### src/rtl/q_learning_pkg.sv
`default_nettype none
// ============================================================================
// Module      : q_learning_pkg
// Description : Shared widths, types and number-format helpers for the
//               Q-learning update pipeline. Q values and rewards travel on
//               ports as 14-bit sign-magnitude (bit13 sign, [12:9] integer,
//               [8:0] fraction). Internally they are 16-bit two's complement.
// Revision    : 1.0 - initial release
// ============================================================================
package q_learning_pkg;

  localparam int Q_W     = 14;
  localparam int INT_W   = 4;
  localparam int FRAC_W  = 9;
  localparam int STATE_W = 3;
  localparam int ACT_W   = 2;
  localparam int ARITH_W = 16;

  typedef logic signed [ARITH_W-1:0] q_tc_t;

  // Largest representable magnitude, 2^INT_W - 2^-FRAC_W in raw units.
  localparam q_tc_t C_MAG_LIM = q_tc_t'((1 << (INT_W + FRAC_W)) - 1);

  // Sign-magnitude to two's complement. Negative zero maps to 0.
  function automatic q_tc_t sm2tc(input logic [Q_W-1:0] sm);
    q_tc_t mag;
    mag = {{(ARITH_W-Q_W+1){1'b0}}, sm[Q_W-2:0]};
    return sm[Q_W-1] ? -mag : mag;
  endfunction

  // Two's complement to sign-magnitude with magnitude saturation.
  function automatic logic [Q_W-1:0] tc2sm_sat(input q_tc_t v);
    q_tc_t mag;
    logic  neg;
    neg = v[ARITH_W-1];
    mag = neg ? -v : v;
    if (mag > C_MAG_LIM) begin
      mag = C_MAG_LIM;
    end
    return {neg, (Q_W-1)'(mag)};
  endfunction

endpackage : q_learning_pkg
`default_nettype wire

### src/rtl/q_row_argmax.sv
`default_nettype none
// ============================================================================
// Module      : q_row_argmax
// Description : Combinational signed max / argmax over one row of the
//               Q-table. Ties resolve to the lowest action index.
// Ports       : row_i  - Q values of one state, two's complement
//               max_o  - largest value in the row
//               idx_o  - action index of that value
// Revision    : 1.0 - initial release
// ============================================================================
module q_row_argmax
  import q_learning_pkg::*;
#(
  parameter int N_ACTIONS = 4
) (
  input  q_tc_t            row_i [N_ACTIONS],
  output q_tc_t            max_o,
  output logic [ACT_W-1:0] idx_o
);

  always_comb begin
    max_o = row_i[0];
    idx_o = '0;
    // Strict greater-than keeps the earliest index on a tie.
    for (int a = 1; a < N_ACTIONS; a++) begin
      if (row_i[a] > max_o) begin
        max_o = row_i[a];
        idx_o = ACT_W'(a);
      end
    end
  end

endmodule : q_row_argmax
`default_nettype wire

### src/rtl/q_update_pipe.sv
`default_nettype none
// ============================================================================
// Module      : q_update_pipe
// Description : Three-stage Q-learning update.
//               Q(s,a) <= Q(s,a) + alpha*(r + gamma*maxQ(s') - Q(s,a))
//               alpha = 2^-ALPHA_SHIFT, gamma = 1 - 2^-GAMMA_SHIFT.
//               Stage 1 reads q_old and the row max of s' (accept edge),
//               stage 2 forms the TD delta, stage 3 applies, saturates and
//               writes the table (upd_* valid three cycles after accept).
// Ports       : CLK, RST (async, active low)
//               in_valid/in_ready, S_prev, A_prev, S_current, rewardIn
//               upd_valid, upd_state, upd_action, upd_q - table write report
//               best_action - greedy action for the last accepted S_current
// Revision    : 1.0 - initial release
// ============================================================================
module q_update_pipe
  import q_learning_pkg::*;
#(
  parameter int N_STATES    = 8,
  parameter int N_ACTIONS   = 4,
  parameter int ALPHA_SHIFT = 1,
  parameter int GAMMA_SHIFT = 1
) (
  input  logic               CLK,
  input  logic               RST,
  input  logic               in_valid,
  output logic               in_ready,
  input  logic [STATE_W-1:0] S_prev,
  input  logic [ACT_W-1:0]   A_prev,
  input  logic [STATE_W-1:0] S_current,
  input  logic [Q_W-1:0]     rewardIn,
  output logic               upd_valid,
  output logic [STATE_W-1:0] upd_state,
  output logic [ACT_W-1:0]   upd_action,
  output logic [Q_W-1:0]     upd_q,
  output logic [ACT_W-1:0]   best_action
);

  q_tc_t tab_q [N_STATES][N_ACTIONS];

  // Stage 1: operands captured on the accept edge
  logic               s1_vld_q;
  logic [STATE_W-1:0] s1_state_q;
  logic [ACT_W-1:0]   s1_act_q;
  q_tc_t              s1_r_q;
  q_tc_t              s1_qold_q;
  q_tc_t              s1_max_q;

  // Stage 2: TD delta
  logic               s2_vld_q;
  logic [STATE_W-1:0] s2_state_q;
  logic [ACT_W-1:0]   s2_act_q;
  q_tc_t              s2_qold_q;
  q_tc_t              s2_delta_q;

  // Stage 3: operands of the write happening on the next edge
  logic               s3_vld_q;
  logic [STATE_W-1:0] s3_state_q;
  logic [ACT_W-1:0]   s3_act_q;
  q_tc_t              s3_qold_q;
  q_tc_t              s3_delta_q;

  logic               upd_valid_q;
  logic [STATE_W-1:0] upd_state_q;
  logic [ACT_W-1:0]   upd_action_q;
  logic [Q_W-1:0]     upd_q_q;
  logic [ACT_W-1:0]   best_action_q;

  q_tc_t              w_r;
  q_tc_t              w_row [N_ACTIONS];
  q_tc_t              w_t;
  q_tc_t              w_q_sum;
  logic               w_haz_s1;
  logic               w_haz_s2;
  logic               w_accept;

  q_tc_t              q_old_d;
  q_tc_t              row_max_d;
  logic [ACT_W-1:0]   row_idx_d;
  q_tc_t              delta_d;
  logic [Q_W-1:0]     q_new_sm_d;
  q_tc_t              q_new_d;

  assign w_r = sm2tc(rewardIn);

  // Stage 3 arithmetic. The value is round-tripped through the saturating
  // sign-magnitude conversion so the table holds exactly what upd_q reports.
  assign w_q_sum    = s3_qold_q + (s3_delta_q >>> ALPHA_SHIFT);
  assign q_new_sm_d = tc2sm_sat(w_q_sum);
  assign q_new_d    = sm2tc(q_new_sm_d);

  // Stage 1 reads with write-first bypass from stage 3, so a transition that
  // depends on the entry being written this edge sees the new value.
  always_comb begin
    q_old_d = tab_q[S_prev][A_prev];
    if (s3_vld_q && (s3_state_q == S_prev) && (s3_act_q == A_prev)) begin
      q_old_d = q_new_d;
    end
    for (int a = 0; a < N_ACTIONS; a++) begin
      w_row[a] = tab_q[S_current][a];
      if (s3_vld_q && (s3_state_q == S_current) && (s3_act_q == ACT_W'(a))) begin
        w_row[a] = q_new_d;
      end
    end
  end

  q_row_argmax #(
    .N_ACTIONS (N_ACTIONS)
  ) u_row_argmax (
    .row_i (w_row),
    .max_o (row_max_d),
    .idx_o (row_idx_d)
  );

  // Stage 2 arithmetic: gamma*maxQ as maxQ - (maxQ >>> GAMMA_SHIFT).
  assign w_t     = s1_r_q + s1_max_q - (s1_max_q >>> GAMMA_SHIFT);
  assign delta_d = w_t - s1_qold_q;

  // Entries in stages 1-2 are not yet visible through the bypass, so any
  // read that touches them must wait until they reach stage 3.
  assign w_haz_s1 = s1_vld_q &&
                    (((S_prev == s1_state_q) && (A_prev == s1_act_q)) ||
                     (S_current == s1_state_q));
  assign w_haz_s2 = s2_vld_q &&
                    (((S_prev == s2_state_q) && (A_prev == s2_act_q)) ||
                     (S_current == s2_state_q));
  assign in_ready = !(w_haz_s1 || w_haz_s2);
  assign w_accept = in_valid && in_ready;

  always_ff @(posedge CLK or negedge RST) begin
    if (!RST) begin
      for (int s = 0; s < N_STATES; s++) begin
        for (int a = 0; a < N_ACTIONS; a++) begin
          tab_q[s][a] <= '0;
        end
      end
      s1_vld_q      <= 1'b0;
      s1_state_q    <= '0;
      s1_act_q      <= '0;
      s1_r_q        <= '0;
      s1_qold_q     <= '0;
      s1_max_q      <= '0;
      s2_vld_q      <= 1'b0;
      s2_state_q    <= '0;
      s2_act_q      <= '0;
      s2_qold_q     <= '0;
      s2_delta_q    <= '0;
      s3_vld_q      <= 1'b0;
      s3_state_q    <= '0;
      s3_act_q      <= '0;
      s3_qold_q     <= '0;
      s3_delta_q    <= '0;
      upd_valid_q   <= 1'b0;
      upd_state_q   <= '0;
      upd_action_q  <= '0;
      upd_q_q       <= '0;
      best_action_q <= '0;
    end else begin
      s1_vld_q <= w_accept;
      if (w_accept) begin
        s1_state_q    <= S_prev;
        s1_act_q      <= A_prev;
        s1_r_q        <= w_r;
        s1_qold_q     <= q_old_d;
        s1_max_q      <= row_max_d;
        best_action_q <= row_idx_d;
      end

      s2_vld_q <= s1_vld_q;
      if (s1_vld_q) begin
        s2_state_q <= s1_state_q;
        s2_act_q   <= s1_act_q;
        s2_qold_q  <= s1_qold_q;
        s2_delta_q <= delta_d;
      end

      s3_vld_q <= s2_vld_q;
      if (s2_vld_q) begin
        s3_state_q <= s2_state_q;
        s3_act_q   <= s2_act_q;
        s3_qold_q  <= s2_qold_q;
        s3_delta_q <= s2_delta_q;
      end

      upd_valid_q <= s3_vld_q;
      if (s3_vld_q) begin
        tab_q[s3_state_q][s3_act_q] <= q_new_d;
        upd_state_q                 <= s3_state_q;
        upd_action_q                <= s3_act_q;
        upd_q_q                     <= q_new_sm_d;
      end
    end
  end

  assign upd_valid   = upd_valid_q;
  assign upd_state   = upd_state_q;
  assign upd_action  = upd_action_q;
  assign upd_q       = upd_q_q;
  assign best_action = best_action_q;

endmodule : q_update_pipe
`default_nettype wire

### config.mk
export PLATFORM = sky130hd
export DESIGN_NAME = q_update_pipe
export DESIGN_NICKNAME = d
export VERILOG_FILES = /design/src/rtl/q_learning_pkg.sv /design/src/rtl/q_row_argmax.sv /design/src/rtl/q_update_pipe.sv
export SDC_FILE = /design/constraint.sdc
export NUM_CORES = 1
export LEC_CHECK = 0
export BUFFER_PORTS_ARGS = -buffer_cell sky130_fd_sc_hd__buf_4
export CORE_MARGIN = 1
export CORE_UTILIZATION = 60
export CTS_CLUSTER_SIZE = 14
export DETAILED_ROUTE_END_ITERATION = 6
export PLACE_DENSITY = 0.81
export SKIP_LAST_GASP = 1
export SLEW_MARGIN = 5
export SYNTH_ARGS = -nofsm -noshare
export SYNTH_HDL_FRONTEND = slang
export SYNTH_SLANG_ARGS = --single-unit
### constraint.sdc
create_clock -name CLK -period 33.7 [get_ports CLK]
set_input_delay 6.74 -clock CLK [delete_from_list [all_inputs] [get_ports CLK]]
set_output_delay 6.74 -clock CLK [all_outputs]
set_load 0.005 [all_outputs]
After elaboration in Yosys (flattened, before gate mapping)
Cells that the tools add are included.
{"block": "totals", "out_inout_bits": 23, "reg_bits": 664, "word_cells": 136}
{"block": "classes", "mux": 29, "n_eq_ne": 12, "n_bitwise": 5, "reduce_logical": 19, "addsub": 7, "n_lt_le_gt_ge": 11}
{"op": "bitwise mux 512 bit", "count": 1}
{"op": "binary-select mux 64 bit (select 3 bit)", "count": 2}
{"op": "2-to-1 mux 64 bit", "count": 5}
{"op": "2-to-1 mux 16 bit", "count": 14}
{"op": "demux 64 bit (select 3 bit)", "count": 1}
{"op": "> comparator 16 bit", "count": 3}
{"op": "binary-select mux 16 bit (select 2 bit)", "count": 1}
{"op": "demux 16 bit (select 2 bit)", "count": 1}
{"op": "negation 13 -> 16 bit", "count": 2}
{"op": "== test 3 bit", "count": 6}
{"op": "adder 16 x 15 -> 16 bit", "count": 1}
{"op": "adder 16 bit", "count": 1}
{"op": "> comparator 16 x 14 -> 1 bit, second input constant", "count": 1}
{"op": "negation 16 bit", "count": 1}
{"op": "subtractor 16 x 15 -> 16 bit", "count": 1}
{"op": "subtractor 16 bit", "count": 1}
{"op": "logical AND 1 bit", "count": 14}
{"op": "2-to-1 mux 13 bit", "count": 1}
{"op": ">= comparator 4 bit, second input constant", "count": 3}
{"op": "inverter 3 -> 4 bit", "count": 3}
{"op": "== test 2 bit", "count": 3}
{"op": ">= comparator 3 bit, second input constant", "count": 2}
{"op": "inverter 2 -> 3 bit", "count": 2}
{"op": "== test 2 bit, second input constant", "count": 2}
{"op": "other kinds (8)", "count": 11}

Logic depth before layout (Yosys ltp)
{"block": "depth", "word_depth": 14, "depth_mapped": 74}

Hierarchy
From an unflattened synthesis, not the netlist that was laid out.
{"block": "hier_totals", "cells_unflattened": 3818, "area_unflattened_um2": 39472.9}
{"mod": "q_update_pipe", "cells_each": 3509, "n_inst": 1, "seq_area_each_um2": 16565.9, "area_each_um2": 37228.2}
{"mod": "q_row_argmax", "cells_each": 309, "n_inst": 1, "seq_area_each_um2": 0.0, "area_each_um2": 2244.7}

Worst setup path before layout
Ideal clock, no wire load.
{"block": "synth_path", "kind": "in2reg", "from": "input S_current[0]", "to": "register s1_max_q[10]", "setup_time_ns": 0.076, "t_required_ns": 33.624, "slack_ns": 16.104, "path_stages": 55, "arrival_ns": 17.520, "cell_sequence": "clkbuf_1 > buf_1 > clkbuf_1 > clkbuf_1 > clkbuf_1 > buf_1 > mux4_2 > a211oi_1 > a21oi_1 > ha_1 > nor2b_1 > o21a_1 > o21ai_0 > nand2b_1 > a21oi_1 > nor2b_1 > o21ai_0 > nand2b_1 > (+19 left out) > o21bai_1 > ha_1 > nor2b_1 > o21a_1 > o21ai_0 > nand2b_1 > a21oi_1 > nor2b_1 > o21ai_0 > nand2b_1 > a21oi_1 > nor3_1 > nor3_1 > nor3_1 > nor2_1 > clkbuf_1 > o41ai_1 > o21ai_1"}
{"block": "synth_via", "elab_chain_cells": 11}
{"element": "from (decl)", "line": "q_update_pipe.sv:30", "rtl": "input logic [STATE_W-1:0] S_current,"}
{"element": "inverter 3 -> 4 bit (implied by the code)", "line": "q_update_pipe.sv:100", "rtl": "w_row[a] = tab_q[S_current][a];"}
{"element": "binary-select mux 64 bit (select 3 bit)", "line": "q_update_pipe.sv:100"}
{"element": "2-to-1 mux 64 bit (implied by the code) (2 in series)", "line": "q_update_pipe.sv:100"}
{"element": "2-to-1 mux 16 bit", "line": "q_update_pipe.sv:101", "rtl": "if (s3_vld_q && (s3_state_q == S_current) && (s3_act_q == ACT_W'(a))) begin"}
{"element": "> comparator 16 bit", "line": "q_row_argmax.sv:26", "rtl": "if (row_i[a] > max_o) begin"}
{"element": "2-to-1 mux 16 bit", "line": "q_row_argmax.sv:26"}
{"element": "> comparator 16 bit", "line": "q_row_argmax.sv:26"}
{"element": "2-to-1 mux 16 bit", "line": "q_row_argmax.sv:26"}
{"element": "> comparator 16 bit", "line": "q_row_argmax.sv:26"}
{"element": "2-to-1 mux 16 bit", "line": "q_row_argmax.sv:26"}
{"element": "to (signal assigned)", "line": "q_update_pipe.sv:165", "rtl": "s1_max_q <= row_max_d;"}
{"element": "to (decl)", "line": "q_update_pipe.sv:47", "rtl": "q_tc_t s1_max_q;"}
Parallel ways exist; a longest one is shown, timed or not. The select of a mux whose other input is x is not followed.
A chain may end at the register's enable or synchronous reset.

Worst setup path after layout
{"block": "layout_path", "from": "input S_current[1]", "to": "register s1_max_q[11]"}
The elaborated chain is that of the path after synthesis.

==> impl_metrics.ini <==
[run_status]
outcome = finished, final reports clean

[global_routing]
track_usage_pct = 35.6
grt_max_degree = 163
grt_pass1_wl_um = 172000
grt_pass1_vias = 29300
overflow = 0
antenna_found_initial = 4

[yosys]
synth.area.top_cells = dfrtp_1 (43%), mux4_2 (17%), o21ai_0 (7.1%)
synth_commonest_cells = dfrtp_1 (662), nand2_1 (605), o21ai_0 (539)
synth-edff-count = 0
ys.flop_type = dfrtp_1
synth-seq-area-share_pct = 43.5
syn-mean-instance-area_sq_um = 10.7
synth_cell_types = 93
synth.most_common_cell = dfrtp_1
synth-seq-cells = 662
syn_area_sq_um = 38100
yosysTopAreaCellShare_pct = 43.5
async_flop_share_pct = 100
yosysWarnings = 0
syn_nets = 3690
yosysTopAreaCell = dfrtp_1
syn_inst = 3558

[placement]
place_area_sq_um = 39000
dpl.hpwl_um = 71000
io_buffers = 47
place_congestion = 1.03

[clock_tree]
numCtsBuffers = 69
clock_sinks = 662
clkLatencyLatePin_ns = 0.63
htreeDepth = 3
cts_resized = 0
cts_tree = built
holdBufCountCts = 0
post_cts_buffers = 0
cts_buffer_depth = 3
cts-root-buf = clkbuf_16
clk_pin_slew_ns = 0.06

[cells_and_area]
fillers = 4615
layout-drive-gt1-share_pct = 18.9
area_growth_pct = 8.35
multi_input_area_sq_um = 20100
final_core_util_pct = 65.7
finish.instance_area_sq_um = 41300
nNetsFinal = 3579
register_area_sq_um = 16600

[critical_path]
cp_num_cells = 45
critPathSlowestCell = nor2_1
path_buf_inv = 4
timing.critical_path.mode_cell = a21oi_1
r2r_cells = 63
worstSetupEndpointType = register
critPathLaunchType = input pin
crit_family = compound AO/OA/AOI/OAI gates
cpPeakStageDelay_ns = 0.83
worstPathRequired_ns = 34.24
criticalPathCategory = input pin to register
arrival_ns = 17.67
path_max_fanout = 50

[job]
maxCapViolCount = 0

[floorplanning]
dieHeight_um = 254
dieArea_sq_um = 64500
io_pins = 48
dieWidth_um = 254
num_rows = 92
core_area_sq_um = 62900
initial_utilization_pct = 60.6

[sta]
relSlewSlack_pct = 13.9
rsz0062_at_grt = no
hold_slack_ns = 0.497
maxSlewViolCount = 0
setup_tns_ns = 0
finalHoldViolCount = 0
tightest_slew_ns = 1.29
post-route-period-util_pct = 50.8
setup-violations-final = 0
finClkSkew_ns = 0.0203
fin_crit_ns = 17.13
fmax_mhz = 58.4

[drt]
dr_total_vias = 29500
firstDrtPassIters = 7
viasPerCell = 6.79
final_antenna_net_count = 0
wl_um = 110000
drt-wirelength-per-cell_um = 25.4
dr.first_iter.drc_count = 3552
drc_errors = 0

[worst_hold_path]
hp-class = register to register
whs_path_depth = 2
-- metal layers --
layer | share of wire (%) | GRT usage, %
met2 | 46 | 54.3
met3 | 11 | 9.10
met4 | 5.3 | 17.3
met5 | 0.0063 | 0
met1 | 38 | 47.8
-- area by class of cell --
| type | instances | share of cell area (%) |
|---|---|---|
| multi-input combinational | 2522 | 48.8 |
| sequential | 662 | 40.1 |
| clock buffer | 99 | 4.90 |
| tap | 846 | 2.56 |
| timing repair buffer | 117 | 2.23 |
| clock inverter | 24 | 0.703 |
| inverter | 75 | 0.682 |
| antenna | 1 | 0.00606 |
-- path summary, 6_finish.rpt --
check                             start           end  slack, ns
hold reg to reg              tab_q[258]    tab_q[258]       0.50
hold / removal               tab_q[258]    tab_q[258]       0.50
min in group asynchronous           RST  s2_qold_q[4]       6.06
setup reg to reg           s3_qold_q[0]  s1_max_q[11]      19.16
setup / recovery           S_current[1]  s1_max_q[11]      16.57
max in group asynchronous           RST    tab_q[456]      25.32
-- kinds of logic (layout without fill, tap and decap cells) --
logic type               Yosys count  in the layout  share of synthesized area [%]
AND/OR/NAND/NOR                  932            932                           10.4
AO/OA/AOI/OAI                    978            978                           15.2
buffers and inverters            374            315                           3.85
multiplexers                     424            424                           21.0
adder cells (fa/ha/maj)          108            108                           4.15
other                              0              1                              0
flip-flops                       662            662                           43.5
XOR/XNOR                          80             80                           1.88
-- cells in the final DEF (no fill, tap or decap), drive strengths merged, types with 23 or more instances in the layout --
cell | Yosys | layout
a21oi | 128 | 128
xor2 | 32 | 32
mux4 | 288 | 288
a21o | 101 | 101
nand3 | 23 | 23
nand2 | 606 | 606
nor2 | 132 | 132
buf | 57 | 117
xnor2 | 48 | 48
mux2 | 96 | 96
o21ai | 562 | 562
ha | 76 | 76
clkbuf | 242 | 99
nor3 | 32 | 32
fa | 31 | 31
mux2i | 40 | 40
nor2b | 41 | 41
a211oi | 36 | 36
dfrtp | 662 | 662
inv | 75 | 81
-- sequential cells by signal, indices dropped and copies added, names as in the netlist, 14 cells and up --
register and flops:
s1_r_q 16, s1_qold_q 16, tab_q 512, s3_delta_q 15, s1_max_q 16, s2_qold_q 16, upd_q 14, s2_delta_q 15
s3_qold_q 16
-- through the flow --
stage | cells | setup slack [ns]
detailed placement | 4222 | 16.29
finish | 4346 | 16.57
global route | 4345 | 15.69
floorplan | 3558 | 16.10
global placement | 4222 | 16.32
CTS | 4345 | 16.86
-- worst register-to-register path, delay by kind of cell, from the launching register on --
kind	cells	cell delay, ns
AOI/OAI and AO/OA	28	6.29
adders and majority gates	7	2.49
buffers and inverters	5	1.00
DFF	1	0.38
and+or+nand+nor	23	4.29
Power is left out: the tool's default activity adds up to more than one toggle a clock period on the data nets, which glitch-free logic cannot reach.
